--- config.mk ---
export PLATFORM = sky130hd
export DESIGN_NAME = riscv_mem_stall_sequencer
export DESIGN_NICKNAME = d
export VERILOG_FILES = /design/src/rtl/riscv_ctrl_pkg.sv /design/src/rtl/riscv_main_decoder.sv /design/src/rtl/riscv_mem_stall_sequencer.sv
export SDC_FILE = /design/constraint.sdc
export NUM_CORES = 1
export LEC_CHECK = 0
export CAP_MARGIN = 5
export CORE_ASPECT_RATIO = 0.75
export CORE_MARGIN = 4
export CORE_UTILIZATION = 49
export DETAILED_ROUTE_END_ITERATION = 12
export PLACE_DENSITY = 0.85
export SYNTH_ARGS = -nofsm -noshare
export SYNTH_HDL_FRONTEND = slang
export SYNTH_SLANG_ARGS = --single-unit
--- constraint.sdc ---
create_clock -name CLK -period 6.3 [get_ports CLK]
set_clock_uncertainty 0.1 [all_clocks]
set_input_delay 1.26 -clock CLK [delete_from_list [all_inputs] [get_ports CLK]]
set_output_delay 1.26 -clock CLK [all_outputs]
set_load 0.01 [all_outputs]
--- src/rtl/riscv_ctrl_pkg.sv ---
// rtl/riscv_ctrl_pkg.sv - shared encodings for the RV32I control unit
// Opcodes, datapath select encodings, sequencer states, trap causes and
// the decoded control bundle passed from the decoder to the sequencer.
package riscv_ctrl_pkg;

    localparam logic [6:0] OP_R    = 7'b0110011;
    localparam logic [6:0] OP_I    = 7'b0010011;
    localparam logic [6:0] OP_LW   = 7'b0000011;
    localparam logic [6:0] OP_SW   = 7'b0100011;
    localparam logic [6:0] OP_BR   = 7'b1100011;
    localparam logic [6:0] OP_JAL  = 7'b1101111;
    localparam logic [6:0] OP_JALR = 7'b1100111;

    localparam logic [1:0] ALU_ADD = 2'b00;
    localparam logic [1:0] ALU_SUB = 2'b01;
    localparam logic [1:0] ALU_AND = 2'b10;
    localparam logic [1:0] ALU_OR  = 2'b11;

    localparam logic [1:0] IMM_I = 2'b00;
    localparam logic [1:0] IMM_S = 2'b01;
    localparam logic [1:0] IMM_B = 2'b10;
    localparam logic [1:0] IMM_J = 2'b11;

    localparam logic [1:0] RES_ALU = 2'b00;
    localparam logic [1:0] RES_MEM = 2'b01;
    localparam logic [1:0] RES_PC4 = 2'b10;

    localparam logic [1:0] PC_PLUS4  = 2'b00;
    localparam logic [1:0] PC_TARGET = 2'b01;
    localparam logic [1:0] PC_RESULT = 2'b10;

    localparam logic [1:0] CAUSE_NONE    = 2'b00;
    localparam logic [1:0] CAUSE_ILLEGAL = 2'b01;
    localparam logic [1:0] CAUSE_TIMEOUT = 2'b10;

    typedef enum logic [1:0] {
        EXEC     = 2'b00,
        MEM_WAIT = 2'b01,
        TRAP     = 2'b10
    } state_t;

    // reg_write / mem_write are the architectural intent of the instruction;
    // the sequencer gates them with its commit condition.
    typedef struct packed {
        logic [1:0] result_src;
        logic [1:0] pc_src;
        logic       alu_src;
        logic       jump;
        logic       reg_write;
        logic [1:0] imm_src;
        logic [1:0] alu_control;
        logic       mem_write;
    } ctrl_t;

endpackage

--- src/rtl/riscv_main_decoder.sv ---
// rtl/riscv_main_decoder.sv - combinational RV32I main decoder
// Ports: instr (fetched instruction), zero (ALU zero flag) -> ctrl (control
// bundle), is_mem (lw/sw), is_store (sw), illegal (unsupported encoding).
module riscv_main_decoder
    import riscv_ctrl_pkg::*;
(
    input  logic [31:0] instr,
    input  logic        zero,
    output ctrl_t       ctrl,
    output logic        is_mem,
    output logic        is_store,
    output logic        illegal
);

    logic [6:0] opcode;
    logic [2:0] funct3;
    logic [6:0] funct7;
    logic       unused_fields;

    assign opcode = instr[6:0];
    assign funct3 = instr[14:12];
    assign funct7 = instr[31:25];
    assign unused_fields = ^{instr[24:15], instr[11:7]};

    always_comb begin
        ctrl     = '0;
        is_mem   = 1'b0;
        is_store = 1'b0;
        illegal  = 1'b0;
        case (opcode)
            OP_R: begin
                ctrl.reg_write = 1'b1;
                case ({funct7, funct3})
                    10'b0000000_000: ctrl.alu_control = ALU_ADD;
                    10'b0100000_000: ctrl.alu_control = ALU_SUB;
                    10'b0000000_111: ctrl.alu_control = ALU_AND;
                    10'b0000000_110: ctrl.alu_control = ALU_OR;
                    default:         illegal = 1'b1;
                endcase
            end
            OP_I: begin
                ctrl.alu_src   = 1'b1;
                ctrl.imm_src   = IMM_I;
                ctrl.reg_write = 1'b1;
                case (funct3)
                    3'b000:  ctrl.alu_control = ALU_ADD;
                    3'b111:  ctrl.alu_control = ALU_AND;
                    3'b110:  ctrl.alu_control = ALU_OR;
                    default: illegal = 1'b1;
                endcase
            end
            OP_LW: begin
                ctrl.alu_src    = 1'b1;
                ctrl.imm_src    = IMM_I;
                ctrl.result_src = RES_MEM;
                ctrl.reg_write  = 1'b1;
                is_mem          = 1'b1;
                illegal         = (funct3 != 3'b010);
            end
            OP_SW: begin
                ctrl.alu_src   = 1'b1;
                ctrl.imm_src   = IMM_S;
                ctrl.mem_write = 1'b1;
                is_mem         = 1'b1;
                is_store       = 1'b1;
                illegal        = (funct3 != 3'b010);
            end
            OP_BR: begin
                ctrl.imm_src     = IMM_B;
                ctrl.alu_control = ALU_SUB;
                // funct3[0] distinguishes bne from beq and inverts the taken test
                ctrl.pc_src      = (zero ^ funct3[0]) ? PC_TARGET : PC_PLUS4;
                illegal          = (funct3[2:1] != 2'b00);
            end
            OP_JAL: begin
                ctrl.imm_src   = IMM_J;
                ctrl.pc_src    = PC_TARGET;
                ctrl.jump      = 1'b1;
                ctrl.reg_write = 1'b1;
            end
            OP_JALR: begin
                ctrl.alu_src    = 1'b1;
                ctrl.imm_src    = IMM_I;
                ctrl.result_src = RES_ALU;
                ctrl.pc_src     = PC_RESULT;
                ctrl.jump       = 1'b1;
                ctrl.reg_write  = 1'b1;
                illegal         = (funct3 != 3'b000);
            end
            default: illegal = 1'b1;
        endcase
        if (illegal) begin
            ctrl     = '0;
            is_mem   = 1'b0;
            is_store = 1'b0;
        end
    end

endmodule

--- src/rtl/riscv_mem_stall_sequencer.sv ---
// rtl/riscv_mem_stall_sequencer.sv - RV32I control unit with memory stall sequencing
// Ports: CLK, RESET (sync, active-high), Instr, Zero, mem_ack in; datapath
// selects (ResultSrc, PCSrc2, ALUSrc, Jump, ImmSrc, ALUControl), enables
// (RegWrite, MemWrite, mem_req, PCEn), and status (halted, trap_cause,
// retire_count) out.
module riscv_mem_stall_sequencer
    import riscv_ctrl_pkg::*;
#(
    parameter int MEM_TIMEOUT = 16,
    parameter int CNT_W       = 32
) (
    input  logic             CLK,
    input  logic             RESET,
    input  logic [31:0]      Instr,
    input  logic             Zero,
    input  logic             mem_ack,
    output logic [1:0]       ResultSrc,
    output logic [1:0]       PCSrc2,
    output logic             ALUSrc,
    output logic             Jump,
    output logic             RegWrite,
    output logic [1:0]       ImmSrc,
    output logic [1:0]       ALUControl,
    output logic             MemWrite,
    output logic             mem_req,
    output logic             PCEn,
    output logic             halted,
    output logic [1:0]       trap_cause,
    output logic [CNT_W-1:0] retire_count
);

    localparam int              WAIT_W   = $clog2(MEM_TIMEOUT + 1);
    localparam logic [WAIT_W-1:0] WAIT_MAX = WAIT_W'(MEM_TIMEOUT);

    ctrl_t             ctrl;
    logic              is_mem;
    logic              is_store;
    logic              illegal;
    state_t            state;
    logic [WAIT_W-1:0] wait_cnt;
    logic              running;
    logic              commit;
    logic              unused_store;

    riscv_main_decoder u_decoder (
        .instr    (Instr),
        .zero     (Zero),
        .ctrl     (ctrl),
        .is_mem   (is_mem),
        .is_store (is_store),
        .illegal  (illegal)
    );

    // sw vs lw is already carried by ctrl.mem_write / ctrl.reg_write
    assign unused_store = is_store;

    assign ResultSrc  = ctrl.result_src;
    assign PCSrc2     = ctrl.pc_src;
    assign ALUSrc     = ctrl.alu_src;
    assign Jump       = ctrl.jump;
    assign ImmSrc     = ctrl.imm_src;
    assign ALUControl = ctrl.alu_control;

    // Enables are combinational so a zero-wait ack commits in the request cycle.
    assign running  = !RESET && (state != TRAP);
    assign commit   = running && !illegal && (!is_mem || mem_ack);
    assign mem_req  = running && is_mem;
    assign PCEn     = commit;
    assign RegWrite = commit && ctrl.reg_write;
    assign MemWrite = commit && ctrl.mem_write;

    always_ff @(posedge CLK) begin
        if (RESET) begin
            state        <= EXEC;
            wait_cnt     <= '0;
            retire_count <= '0;
            trap_cause   <= CAUSE_NONE;
            halted       <= 1'b0;
        end else begin
            case (state)
                EXEC: begin
                    if (illegal) begin
                        state      <= TRAP;
                        trap_cause <= CAUSE_ILLEGAL;
                        halted     <= 1'b1;
                    end else if (is_mem && !mem_ack) begin
                        state    <= MEM_WAIT;
                        wait_cnt <= WAIT_W'(1);
                    end else begin
                        retire_count <= retire_count + CNT_W'(1);
                    end
                end
                MEM_WAIT: begin
                    // an ack on the final allowed cycle still wins over the timeout
                    if (mem_ack) begin
                        state        <= EXEC;
                        wait_cnt     <= '0;
                        retire_count <= retire_count + CNT_W'(1);
                    end else if (wait_cnt == WAIT_MAX) begin
                        state      <= TRAP;
                        trap_cause <= CAUSE_TIMEOUT;
                        halted     <= 1'b1;
                    end else begin
                        wait_cnt <= wait_cnt + WAIT_W'(1);
                    end
                end
                TRAP: begin
                    state <= TRAP;
                end
                default: begin
                    state <= TRAP;
                end
            endcase
        end
    end

endmodule

==> impl_results.md, run 1 <==
- Status: finished clean
- CTS clk-pin slew, worst paths: 0.08 ns
- Vias: 2684
- Chip Width: 90.1 um
- Core area: 0.00490 mm2
- First-pass detailed-route iteration total: 4
- Total CTS buffers: 5
- Antenna-violating nets left: 0
- Ys flop type: dfxtp_1
- Synth cell types: 53
- Worst setup SP type: primary input
- DRT Wirelength: 6560 um
- Global-route wire length before repair: 11100 um
- Layout Nets: approximately 420
- CTS max path bufs: 2
- Clk sinks: 42
- Post-layout util: 0.666
- Pwr/cell area: 150 mW/mm2
- Clk root buf: clkbuf_8
- Syn_nets: 360
- Period utilisation layout: 0.878
- Max incr delay on CP: roughly 0.65 ns
- Final min period: 5.53 ns
- Cells after Synth: around 320
- IO Port Bufs: roughly 70
- Crit end category: primary output
- Number of synthesized flops with an enable pin: 0
- Routed vias/inst: between 6 and 7
- Synthesized flop and latch total: 42
- Sequential fraction of the synthesis area: 0.339
- Critical path's top delay family: buffers and inverters
- Row cnt: 22
- Iteration-0 DRC Markers: 151
- RSZ-0062 raised after global routing: no
- Total grt overflow: 0
- Antenna violations before repair: 0
- Hold WC Path Type: reg2reg
- CP Class: in2out
- Crit path cell chain: clkdlybuf4s50_1, inv_1, o211a_1, a32oi_1, nand3_1, nor3_1, and2_1, clkdlybuf4s50_1
- DIE AREA: 0.00627 mm2
- Worst path required time: roughly 4.9 ns
- Max-slew violations: 0
- Max-Cap Viols: 0
- Crit path max-delay cell type: clkdlybuf4s50_1
- CTS tree: built
- Layout cells sized above 1: 0.0472
- Antenna cells: 0
- Post-synthesis cell area: 0.00248 mm2
- Final setup violation count: 0
- Cts repair resizes: 0
- Initial Utilization: 0.506
- Final setup TNS: 0 ns
- Worst Tran Pin Value: 1.07 ns
- Vias in the first global route: 2428
- Hold_buf cts: 0
- Residual DRC: 0
- Synth Warn #: 0
- DR WL/cell: about 15 um
- WP data arrival: 4.17 ns
- Final Hold Fails: 0
- DP HPWL: 4800 um
- Crit path buf inv count: 3
- Synthesized area per cell: 7.73 um2
- Max-slew headroom: 0.287
- Worst-Skew Late Latency: 0.30 ns
- GR Util All Layers: 0.204
- H-tree Lvls: 2
- Total power: 489 uW
- IO Count: 85
- Placer Congestion: 0.837
- Die Span Y: 69.6 um
- Max Fclk: 0.181 GHz
- Maximum VDD drop: around 0.00013 V
- WHS: just over 0.4 ns
- Crit path top cell by count: clkdlybuf4s50_1
- Largest net degree at the start of global routing: 52
- Leakage: 1.01 nW
- Area grow syn2layout: 31.6%
- Worst-path fanout max: 10
- Setup bufs post-CTS: 0
- Ys async rst share: 0
## final timing paths
path	slack, ns	from	to	depth (start not counted)
worst max-delay path	0.77	Instr[6]	RegWrite	8
worst min-delay path	0.41	halted$_SDFFE_PP0P_	halted$_SDFFE_PP0P_	2
worst max register to register	3.70	state[0]$_SDFFE_PP0P_	retire_count[19]$_SDFFE_PP0P_	6
worst min register to register	0.41	halted$_SDFFE_PP0P_	halted$_SDFFE_PP0P_	2
## cell families after synthesis
logic type | after synthesis | share of synthesized area
other | 1 | 0.00151
DFF | 42 | 0.339
AOI/OAI and AO/OA | 96 | 0.243
xor gates and xnor gates | 2 | 0.00706
adders and majority gates | 3 | 0.0151
muxes | 1 | 0.00404
and+or+nand+nor | 147 | 0.337
buffers and inverters | 29 | 0.0530
## layer usage
metal / wire length, um / global-route usage / share of wire
met5: 0 / 0 / 0
met4: 50 / 0.0441 / 0.0076
met3: 302 / 0.0380 / 0.046
met2: 3140 / 0.336 / 0.48
met1: 3070 / 0.276 / 0.47
## state kept, by name (all words and copies together), names as in the netlist
name,cells
state,2
halted,1
wait_cnt,5
trap_cause,2
retire_count,32
## layout by cell type (no fill, tap or decap), types with 2 or more instances in the layout
| cell | count |
|---|---|
| a21oi_1 | 40 |
| and3_1 | 6 |
| or4_1 | 9 |
| o21ai_1 | 2 |
| clkbuf_8 | 5 |
| clkdlybuf4s50_1 | 68 |
| dfxtp_1 | 42 |
| or3_1 | 22 |
| nand2_1 | 24 |
| buf_4 | 3 |
| nor4_1 | 4 |
| nor2_1 | 18 |
| nand2b_1 | 2 |
| nand3b_1 | 2 |
| a41oi_1 | 2 |
| ha_1 | 3 |
| a211oi_1 | 2 |
| nor3_1 | 11 |
| o31ai_1 | 10 |
| and2_1 | 4 |
| nor2b_1 | 4 |
| o21ai_0 | 24 |
| inv_1 | 10 |
| a311oi_1 | 3 |
| nand4_1 | 12 |
| nand3_1 | 17 |
| and4_1 | 4 |
| o211a_1 | 2 |
## where the power goes
| part | leakage, nW | internal (mW) | switching [mW] |
|---|---|---|---|
| logic | 0.627 | 0.0207 | 0.0226 |
| clock network | 0.0441 | 0.0780 | 0.0988 |
| registers | 0.339 | 0.267 | 0.00220 |
## cell type report
| type | count | area (um2) |
|---|---|---|
| fill | 436 | 1640 |
| timing repair buffer | 71 | 703 |
| tap | 60 | 75.1 |
| sequential | 42 | 841 |
| clock buffer | 5 | 68.8 |
| clock inverter | 3 | 21.3 |
| inverter | 10 | 37.5 |
| multi-input combinational | 250 | 1520 |
## through the flow
| step | setup slack [ns] | std cells | area (um2) |
|---|---|---|---|
| after global routing | 0.582 | 441 | 3260 |
| after CTS | 0.797 | 441 | 3260 |
| after global placement | 0.883 | 433 | 3170 |
| final | 0.768 | 441 | 3260 |
| after floorplan | 2.04 | 321 | 2480 |
| after detailed placement | 0.816 | 433 | 3170 |
## worst register-to-register path: stages, from the launching register on
cell,delay [ns]
dfxtp_1,0.53
inv_1,0.18
nor3_1,0.44
a31oi_4,0.28
buf_4,0.37
or4_1,0.50
a21oi_1,0.15
## synth_stat cells, types with 2 or more instances
master | count | area (um2)
buf_1 | 2 | 7.51
a21oi_1 | 40 | 200
dfxtp_1 | 42 | 841
nand2_1 | 24 | 90.1
buf_4 | 3 | 22.5
o21ai_1 | 2 | 10.0
o21ai_0 | 24 | 120
nor3_1 | 11 | 55.1
clkbuf_1 | 10 | 37.5
and4_1 | 4 | 35.0
ha_1 | 3 | 37.5
and2_1 | 4 | 25.0
inv_1 | 10 | 37.5
nor4_1 | 4 | 25.0
a311oi_1 | 3 | 26.3
nand3b_1 | 2 | 15.0
o31ai_1 | 10 | 75.1
nor2_1 | 18 | 67.6
o211a_1 | 2 | 20.0
nand3_1 | 17 | 85.1
a211oi_1 | 2 | 15.0
and3_1 | 6 | 37.5
or3_1 | 22 | 138
a41oi_1 | 2 | 17.5
buf_2 | 3 | 15.0
or4_1 | 9 | 67.6
nor2b_1 | 4 | 25.0
nand4_1 | 12 | 75.1
nand2b_1 | 2 | 12.5
No activity file was read; power rests on OpenSTA's default activity.
==> run 2, diff against run 1 <==
Settings changed: CELL_PAD_IN_SITES_DETAIL_PLACEMENT from default to 1, CELL_PAD_IN_SITES_GLOBAL_PLACEMENT from default to 1, CORE_UTILIZATION 49 to 35, GPL_ROUTABILITY_DRIVEN from default to 0, PLACE_DENSITY 0.85 to default, PLACE_DENSITY_LB_ADDON from default to 0.1.
==> run 2 against run 1 <==
Utilization fell by 18 points. Worst setup slack got worse by 0.12 ns. Design area is 1.1% higher. Clock power rose by 7%. Sequential share of layout area is 0.27 points lower.
==> impl_results.md, run 2 (same netlist as run 1, synthesis figures left out) <==
- Status: finished clean
- Most frequent cells in the layout: 68 x clkdlybuf4s50_1, 42 x dfxtp_1, 40 x a21oi_1
- Leakage: 1.01 nW (+0.30%)
- Layout cells sized above 1: 0.0472 (unchanged)
- Final Hold Fails: 0 (unchanged)
- Residual DRC: 0 (unchanged)
- Antenna violations before repair: 0 (unchanged)
- IO Count: 85 (unchanged)
- Worst path required time: 4.94 ns (about the same)
- CTS clk-pin slew, worst paths: 0.08 ns (about the same)
- Max-slew headroom: 0.359 (+0.0712)
- Post-layout util: 0.483 (-0.183)
- Worst Tran Pin Value: 0.962 ns (-0.107 ns)
- Commonest non-fill, non-tap cell in the layout: clkdlybuf4s50_1
- Setup bufs post-CTS: 0 (unchanged)
- Reg-to-reg endpoint: retire_count[12]$_SDFFE_PP0P_
- DIE AREA: 0.00851 mm2 (+36%)
- Max-slew violations: 0 (unchanged)
- Final setup violation count: 0 (unchanged)
- IO Port Bufs: 68 (unchanged)
- CTS tree: built
- Max Fclk: 0.177 GHz (-2.2%)
- WP data arrival: 4.29 ns (+0.12 ns)
- Crit path cell chain: clkdlybuf4s50_1, inv_1, o211a_1, a32oi_1, nand3_1, nor3_1, and2_1, clkdlybuf4s50_1
- R2r worst-path depth: 6 (unchanged)
- RSZ-0062 raised after global routing: no
- Final setup TNS: 0 ns (unchanged)
- Area grow syn2layout: 33.0%
- Period utilisation layout: 0.897 (+0.0193)
- DRT Wirelength: 7990 um (+22%)
- Global-route wire length before repair: 13400 um (+21%)
- H-tree Lvls: 2 (unchanged)
- Antenna-violating nets left: 0 (unchanged)
- DR WL/cell: 17.2 um (+16%)
- Clk root buf: clkbuf_8
- Worst-path fanout max: 10 (unchanged)
- Worst setup SP type: primary input
- Reg-to-reg startpoint: state[0]$_SDFFE_PP0P_
- Vias: 2702 (+0.67%)
- Row cnt: 26 (+18%)
- Regs by FF count: retire_count (32), wait_cnt (5)
- Max-Cap Viols: 0 (unchanged)
- Total CTS buffers: 5 (unchanged)
- Vias in the first global route: 2772 (+14%)
- CP Class: in2out
- Die Span Y: 80.9 um (+16%)
- Crit end category: primary output
- Crit path top cell by count: clkdlybuf4s50_1
- Layout Nets: 419 (unchanged)
- Antenna cells: 0 (unchanged)
- Total power: 504 uW (+3.0%)
- Worst-Skew Late Latency: 0.30 ns (about the same)
- Cts repair resizes: 0 (unchanged)
- GR Util All Layers: 0.190 (-0.0134)
- Chip Width: 105 um (+17%)
- DP HPWL: 5880 um (+22%)
- Crit path to: RegWrite
- Total grt overflow: 0 (unchanged)
- First-pass detailed-route iteration total: 4 (unchanged)
- Largest net degree at the start of global routing: 44 (-15%)
- Crit path max-delay cell type: clkdlybuf4s50_1
- Iteration-0 DRC Markers: 84 (-44%)
- CP Launch Point: Instr[6]
- Hold WC Path Type: reg2reg
- Hold_buf cts: 0 (unchanged)
- Maximum VDD drop: 0.0000800 V (-37%)
- Final min period: 5.65 ns (+0.122 ns)
- Routed vias/inst: 5.81 (-4.5%)
- Number of flip-flops in the largest register: 32 (unchanged)
- Pwr/cell area: 153 mW/mm2 (+1.9%)
- Max incr delay on CP: 0.70 ns (+0.05 ns)
- Most flops, register: retire_count
- Core area: 0.00683 mm2 (+39%)
- R2R Setup Slk: 3.63 ns (-0.07 ns)
- CTS max path bufs: 2 (unchanged)
- Clk sinks: 42 (unchanged)
- Initial Utilization: 0.363 (-0.143)
[run 2: cell count changes in the layout (fill, tap and decap cells not counted)]
cell      before  now
clkinv_4       1    0
clkbuf_8       5    6
[run 2: worst min path at each step]
| stage | start | end | slack (ns) | depth (start not counted) |
|---|---|---|---|---|
| after floorplan | wait_cnt[4]$_SDFFE_PP0P_ | wait_cnt[4]$_SDFFE_PP0P_ | 0.34 | 1 |
| after global placement | wait_cnt[4]$_SDFFE_PP0P_ | wait_cnt[4]$_SDFFE_PP0P_ | 0.37 | 1 |
| after detailed placement | retire_count[7]$_SDFFE_PP0P_ | retire_count[7]$_SDFFE_PP0P_ | 0.39 | 2 |
| after CTS | wait_cnt[4]$_SDFFE_PP0P_ | wait_cnt[4]$_SDFFE_PP0P_ | 0.41 | 1 |
| after global routing | wait_cnt[4]$_SDFFE_PP0P_ | wait_cnt[4]$_SDFFE_PP0P_ | 0.44 | 1 |
| final | retire_count[29]$_SDFFE_PP0P_ | retire_count[29]$_SDFFE_PP0P_ | 0.41 | 2 |
[run 2: area by class of cell]
class,instances,area [um2]
fillers,838,3530
clock inverters,2,12.5
well taps,84,105
flip-flops and latches,42,841
repair buffers,71,703
inverters,10,37.5
clock buffers,6,82.6
multi-input cells,250,1520
[run 2: per-layer routing]
metal	track usage	vias up	share of wire
li1	-	1327	-
met1	0.260	1314	0.53
met2	0.309	53	0.43
met3	0.0389	8	0.036
met4	0.0459	0	0.0079
met5	0	-	0
[run 2: critical path: cells and delay by family]
family / cells / cell delay, ns
buffers and inverters: 3 / 1.39
and+or+nand+nor: 3 / 0.97
AOI/OAI and AO/OA: 2 / 0.67
[run 2: per-stage QoR]
| step | area (um2) | hold WS (ns) | cells | setup slack [ns] |
|---|---|---|---|---|
| 4_1_cts | 3300 | 0.408 | 465 | 0.669 |
| 2_1_floorplan | 2480 | 0.342 | 321 | 2.04 |
| 6_report | 3300 | 0.408 | 465 | 0.647 |
| 3_3_place_gp | 3200 | 0.374 | 457 | 0.786 |
| 5_1_grt | 3300 | 0.437 | 465 | 0.416 |
| 3_5_place_dp | 3200 | 0.392 | 457 | 0.663 |
[run 2: power breakdown]
| group | leakage [nW] | switching [mW] | internal [mW] |
|---|---|---|---|
| logic | 0.627 | 0.0237 | 0.0207 |
| registers | 0.339 | 0.00234 | 0.267 |
| clock network | 0.0472 | 0.102 | 0.0883 |
==> run 3, diff against run 2 <==
Settings changed: CORE_UTILIZATION 35 to 36, SYNTH_HIERARCHICAL from default to 1.
==> run 3 against run 2 <==
Via count is 5.8% lower. Utilization stayed put. Maximum frequency is 1.9% higher. Register-to-register slack worse by 0.21 ns. Hold slack worse by 0.021 ns. Die area is 0.29% lower. Sequential cell count stayed put. Total power is 3.1% lower. Critical path depth is 1 lower. Synthesized cell count is 2.8% lower. Largest power group unchanged.
==> impl_results.md, run 3 <==
- Status: finished clean
- DRT Wirelength: 6990 um (-13%)
- Number of flip-flops in the largest register: 32 (unchanged)
- Die Span Y: 80.8 um (-0.14%)
- First-pass detailed-route iteration total: 4 (unchanged)
- Top post-synthesis cells by area: dfxtp_1 33%, or4_1 5.6%, a21oi_1 5.5%
- H-tree Lvls: 2 (unchanged)
- Ys async rst share: 0 (unchanged)
- Clk sinks: 42 (unchanged)
- Crit path max-delay cell type: nor4_1
- Commonest non-fill, non-tap cell in the layout: clkdlybuf4s50_1
- Synthesized flop and latch total: 42 (unchanged)
- Antenna-violating nets left: 0 (unchanged)
- Max-slew headroom: 0.300 (-0.0583)
- Post-synthesis cell area: 0.00254 mm2 (+2.5%)
- Crit end category: primary output
- Max-Cap Viols: 0 (unchanged)
- Synth Warn #: 6 (+6)
- WP data arrival: 4.19 ns (-0.10 ns)
- Antenna cells: 0 (unchanged)
- Initial Utilization: 0.372 (+0.00916)
- Post-synth top cells: 42 x dfxtp_1, 28 x a21oi_1, 23 x nor2_1, 19 x or4_1
- Core area: 0.00683 mm2 (unchanged)
- Final Hold Fails: 0 (unchanged)
- Final setup TNS: 0 ns (unchanged)
- Area grow syn2layout: 29.7%
- Logic pwr share: 0.090 (+0.002)
- Global-route wire length before repair: 11800 um (-12%)
- Worst path required time: 4.94 ns (about the same)
- Iteration-0 DRC Markers: 87 (+3.6%)
- Cells after Synth: 312 (-2.8%)
- Crit path cell chain: clkdlybuf4s50_1, nor4b_2, a211oi_1, nor4_1, a211oi_1, and2_1, clkdlybuf4s50_1
- Row cnt: 26 (unchanged)
- Number of synthesized flops with an enable pin: 0 (unchanged)
- Max incr delay on CP: 0.87 ns (+0.17 ns)
- Worst-Skew Late Latency: 0.29 ns (about the same)
- Most frequent cell after synthesis: dfxtp_1
- Syn_nets: 351 (-2.5%)
- CTS tree: built
- Regs by FF count: retire_count (32), wait_cnt (5)
- Maximum VDD drop: 0.0000781 V (-2.5%)
- Antenna violations before repair: 0 (unchanged)
- Worst setup SP type: primary input
- Worst-path fanout max: 10 (unchanged)
- Final setup violation count: 0 (unchanged)
- Largest net degree at the start of global routing: 45 (+2.3%)
- Vias: 2546 (-5.8%)
- Sw Share: 0.249 (-0.00553)
- Final min period: 5.55 ns (-0.105 ns)
- IO Port Bufs: 68 (unchanged)
- Total CTS buffers: 5 (unchanged)
- Chip Width: 105 um (-0.15%)
- Fillers: 825 (-1.6%)
- Max-slew violations: 0 (unchanged)
- DIE AREA: 0.00849 mm2 (-0.29%)
- Synthesized area per cell: 8.15 um2 (+5.5%)
- Leakage: 0.997 nW (-1.6%)
- Post-synth top area share: 0.331 (-0.00834)
- Period utilisation layout: 0.881 (-0.0166)
- Ys flop type: dfxtp_1
- Setup WS post-layout: 0.752 ns (+0.105 ns)
- IO Count: 85 (unchanged)
- Total grt overflow: 0 (unchanged)
- Switching power: 121 uW (-5.2%)
- Sequential fraction of the synthesis area: 0.331 (-0.00834)
- Setup bufs post-CTS: 0 (unchanged)
- Sequential power share: 0.553 (+0.019)
- Post-layout util: 0.483 (unchanged)
- Synth cell types: 54 (+1.9%)
- CP Class: in2out
- Most frequent cells in the layout: 68 x clkdlybuf4s50_1, 42 x dfxtp_1, 28 x a21oi_1
- Clk root buf: clkbuf_8
- Worst Tran Pin Value: 1.04 ns (+0.0779 ns)
- Routed vias/inst: 5.65 (-2.8%)
- RSZ-0062 raised after global routing: no
- Hold WC Path Type: reg2reg
- Synth area leader: dfxtp_1
- Pre-CTS WS: 0.751 ns (+0.0878 ns)
- Vias in the first global route: 2404 (-13%)
- Layout Nets: 405 (-3.3%)
- Residual DRC: 0 (unchanged)
- Pwr/cell area: 148 mW/mm2 (-3.1%)
- Cts repair resizes: 0 (unchanged)
- Hold_buf cts: 0 (unchanged)
- GR Util All Layers: 0.166 (-0.0240)
- Layout cells sized above 1: 0.0763 (+0.0291)
- Power share of the clock group: 0.358 (-0.020)
- CTS clk-pin slew, worst paths: 0.09 ns (about the same)
- DR WL/cell: 15.5 um (-9.8%)
- Most flops, register: retire_count
- Max Fclk: 0.180 GHz (+1.9%)
- DP HPWL: 5180 um (-12%)
- CTS max path bufs: 2 (unchanged)
- Internal: 367 uW (-2.4%)
==> run 3: cell types whose count changed in the layout (fill, tap and decap cells not counted), sizes merged, moves of 6 or more <==
cell,change
nand2,-9
o21ai,-10
o31ai,+7
a21oi,-10
or3,-14
or4,+12
nor3,-6
a211oi,+6
mux2,+7
nand4,-6
==> run 3: metal layers <==
metal	global-route usage	part of all wire	vias up
met5	0	0	-
met1	0.233	0.51	1212
li1	-	-	1274
met3	0.0453	0.055	2
met2	0.260	0.43	58
met4	0.0288	0.0039	0
==> run 3: area by class of cell <==
type,instances,area [um2],area share
Clock buffer,6,72.6,0.0220
Clock inverter,2,13.8,0.00417
Inverter,15,56.3,0.0171
Multi-Input combinational cell,233,1520,0.461
Sequential cell,42,841,0.255
Tap cell,84,105,0.0319
Timing Repair Buffer,69,688,0.209
==> run 3: cell families (layout without fill, tap and decap cells) <==
kind of cell	after synthesis	in the layout	synth area share
other cells	1	1	0.00147
mux	8	8	0.0349
compound gates	81	81	0.209
fa+ha+maj	3	3	0.0148
simple gates	135	135	0.321
buf+inv	37	92	0.0709
flops	42	42	0.331
xor+xnor	5	5	0.0172
==> run 3: worst paths after layout <==
kind | to | cells after the start | slack (ns) | from
max | RegWrite | 7 | 0.75 | Instr[6]
max reg2reg | retire_count[29]$_SDFFE_PP0P_ | 4 | 3.42 | retire_count[5]$_SDFFE_PP0P_
min reg2reg | halted$_SDFFE_PP0P_ | 1 | 0.39 | halted$_SDFFE_PP0P_
min | halted$_SDFFE_PP0P_ | 1 | 0.39 | halted$_SDFFE_PP0P_
==> run 3: metrics by stage <==
stage / area [um2] / cells / hold slack [ns] / total power [mW]
after detailed placement: 3210 / 443 / 0.377 / 0.320
after global routing: 3300 / 451 / 0.410 / 0.513
after floorplan: 2540 / 312 / 0.349 / 0.297
after CTS: 3300 / 451 / 0.389 / 0.496
after global placement: 3210 / 443 / 0.360 / 0.319
final: 3300 / 451 / 0.387 / 0.488
==> run 3: power groups by stage <==
| stage | Combinational (mW) | Sequential, mW | Clock [mW] |
|---|---|---|---|
| after floorplan | 0.0221 | 0.275 | 0 |
| after global placement | 0.0433 | 0.276 | 0 |
| after detailed placement | 0.0438 | 0.276 | 0 |
| after CTS | 0.0439 | 0.270 | 0.182 |
| after global routing | 0.0475 | 0.270 | 0.196 |
| final | 0.0437 | 0.270 | 0.175 |
==> run 3: critical path, delay by kind of cell <==
kind	cells	cell delay (ns)
compound gates	2	0.38
simple gates	3	1.50
buf+inv	2	1.05
==> variant (flow settings as in run 2) <==
The 3 states of `state_t` get a one-hot encoding in 3 bits.
--- a/src/rtl/riscv_ctrl_pkg.sv
+++ b/src/rtl/riscv_ctrl_pkg.sv
@@ -34,8 +34,8 @@
     localparam logic [1:0] CAUSE_TIMEOUT = 2'b10;
 
-    typedef enum logic [1:0] {
-        EXEC     = 2'b00,
-        MEM_WAIT = 2'b01,
-        TRAP     = 2'b10
+    typedef enum logic [2:0] {
+        EXEC     = 3'b001,
+        MEM_WAIT = 3'b010,
+        TRAP     = 3'b100
     } state_t;
 
Behaviour: same outputs for any inputs over 10 cycles, from zero or initial values and one cycle with RESET high; not proved beyond that.
==> variant against run 2 <==
- sequential cell count increased by 1
- area after synthesis is 8.8% higher
- worst setup slack improved by 0.11 ns
- wire length rose by 0.68%
- largest power group unchanged
- cell area up 6.5%
- total power down 1.7%
- core utilization fell by 1.0 points
==> variant: results (changes against run 2) <==
** Run status
- The flow ran to the end, and the final reports show no timing, DRC or antenna violations.

** Power
- Standby leakage power :: 1.14 nW (+13%)
- The switching part of the total power is 0.252 (-0.00164).
- The peak supply drop came to 0.0000973 V (+22%).

** Global route
- Met2 track demand over resource in global routing :: 0.271 (-0.0371)
- The met3 track utilization from global routing came to 0.0371 (-0.00180).
- The largest net degree at the start of global routing is 61 (+39%).
- The global-route usage over all layers came to 0.183 (-0.00758).
- Number of global-route vias before repair :: 2779 (+0.25%)
- The met1 usage was 0.274 (+0.0137).
- The global-route wire length before repair came to 13700 µm (+2.6%).

** Placed design
- Placed cell areas :: 3430 µm² (+7.1%)
- The detailed placement HPWL was 6070 µm (+3.2%).
- Placement-stage worst setup slack :: 0.783 ns (+0.120 ns)

** Logic synthesis
- The fraction of the mapped netlist area in adder cells came to 0.0139 (-0.00122).
- The complex-gate fraction of the synthesized area is 0.210 (-0.0331).
- The count of warnings emitted by yosys is 0 (unchanged).
- Ranked by total cell area, the synthesized netlist is headed by sky130_fd_sc_hd__dfxtp_1 (32%), sky130_fd_sc_hd__a21oi_1 (7.2%), sky130_fd_sc_hd__nor2_1 (6.3%).
- The synthesized net count is 380 (+5.6%).
- Mux share of post-synthesis cell area :: 0.0705 (+0.0665)
- Counting instances in the post-synthesis netlist gives the leading cell types as sky130_fd_sc_hd__nor2_1 (45), sky130_fd_sc_hd__dfxtp_1 (43), sky130_fd_sc_hd__a21oi_1 (39), sky130_fd_sc_hd__nand2_1 (34), sky130_fd_sc_hd__nor2b_1 (14).
- Share of synthesized area occupied by flip-flops and latches :: 0.319 (-0.0199)
- The distinct cell type count of the synthesized netlist is 54 (+1.9%).
- Fraction of synthesized cell area in xor and xnor cells :: 0.00325 (-0.00382)
- Post-Syn Instances :: 341 (+6.2%)

** Finish
- Proportion of layout cells with a drive suffix above 1 :: 0.0819 (+0.0346)
- Layout Cells excl Fill :: 504 (+8.4%)
- The number of nets in the finished design came to 441 (+5.3%).
- Biggest registers after layout :: retire_count: 32 flops, wait_cnt: 5 flops, state: 3 flops

** Detailed routing
- The total number of vias is 2725 (+0.85%).
- The detailed route wirelength on metal3 came to 276 µm (-4.2%).
- The total length of routed met2 wires was 3510 µm (+2.1%).
- The wire length the detailed router placed on met1 came to 4190 µm (about the same).
- Post-Route WL :: 8040 µm (+0.68%)
- The number of DRC markers in iteration 0 came to 85 (+1.2%).

** Timing
- The slew at the pin with the worst max-slew slack was 0.700 ns (-0.262 ns).

** Clocking
- After clock tree synthesis, the clock-pin slew on the worst setup and hold paths is 0.09 ns.

** Setup path
- Crit path DAT :: 4.18 ns (-0.11 ns)

** Hold path
- The cell count of the worst hold path was 1 (-1).
## variant: layout make-up
type                       instances  area, µm²
tap                              101        126
clock buffer                       5       68.8
multi-input combinational        272       1710
inverter                           9       33.8
clock inverter                     3       15.0
timing repair buffer              71        698
fill                             942       3920
sequential                        43        861
## variant: worst max-delay path: stages
cell and delay [ns]:
sky130_fd_sc_hd__clkdlybuf4s50_1 0.78, sky130_fd_sc_hd__nand4_1 0.24, sky130_fd_sc_hd__or2_1 0.36, sky130_fd_sc_hd__a21oi_2 0.27, sky130_fd_sc_hd__nand2_1 0.11, sky130_fd_sc_hd__nor3b_1 0.42
sky130_fd_sc_hd__o21a_1 0.20, sky130_fd_sc_hd__clkdlybuf4s50_1 0.53
## variant: worst paths after layout
| check | from | end | slack (ns) |
|---|---|---|---|
| worst min-delay path | wait_cnt[4] | wait_cnt[4] | 0.39 |
| worst max-delay path | Instr[6] | RegWrite | 0.76 |
| worst max register to register | retire_count[12] | retire_count[31] | 3.69 |
| worst min register to register | wait_cnt[4] | wait_cnt[4] | 0.39 |
## variant: kinds of logic (layout without fill, tap and decap cells)
group / Yosys count / in the layout
other: 1 / 1
AND/OR/NAND/NOR: 170 / 170
multiplexers: 17 / 17
AO/OA/AOI/OAI: 80 / 80
flip-flops: 43 / 43
XOR/XNOR: 1 / 1
buffers and inverters: 26 / 88
adder cells (fa/ha/maj): 3 / 3
## variant: power by group through the flow
stage | Combinational [mW] | Sequential (mW) | Clock [mW]
6_report | 0.0462 | 0.275 | 0.174
5_1_grt | 0.0509 | 0.275 | 0.198
4_1_cts | 0.0465 | 0.275 | 0.183
3_5_place_dp | 0.0464 | 0.281 | 0
3_3_place_gp | 0.0453 | 0.281 | 0
2_1_floorplan | 0.0222 | 0.281 | 0
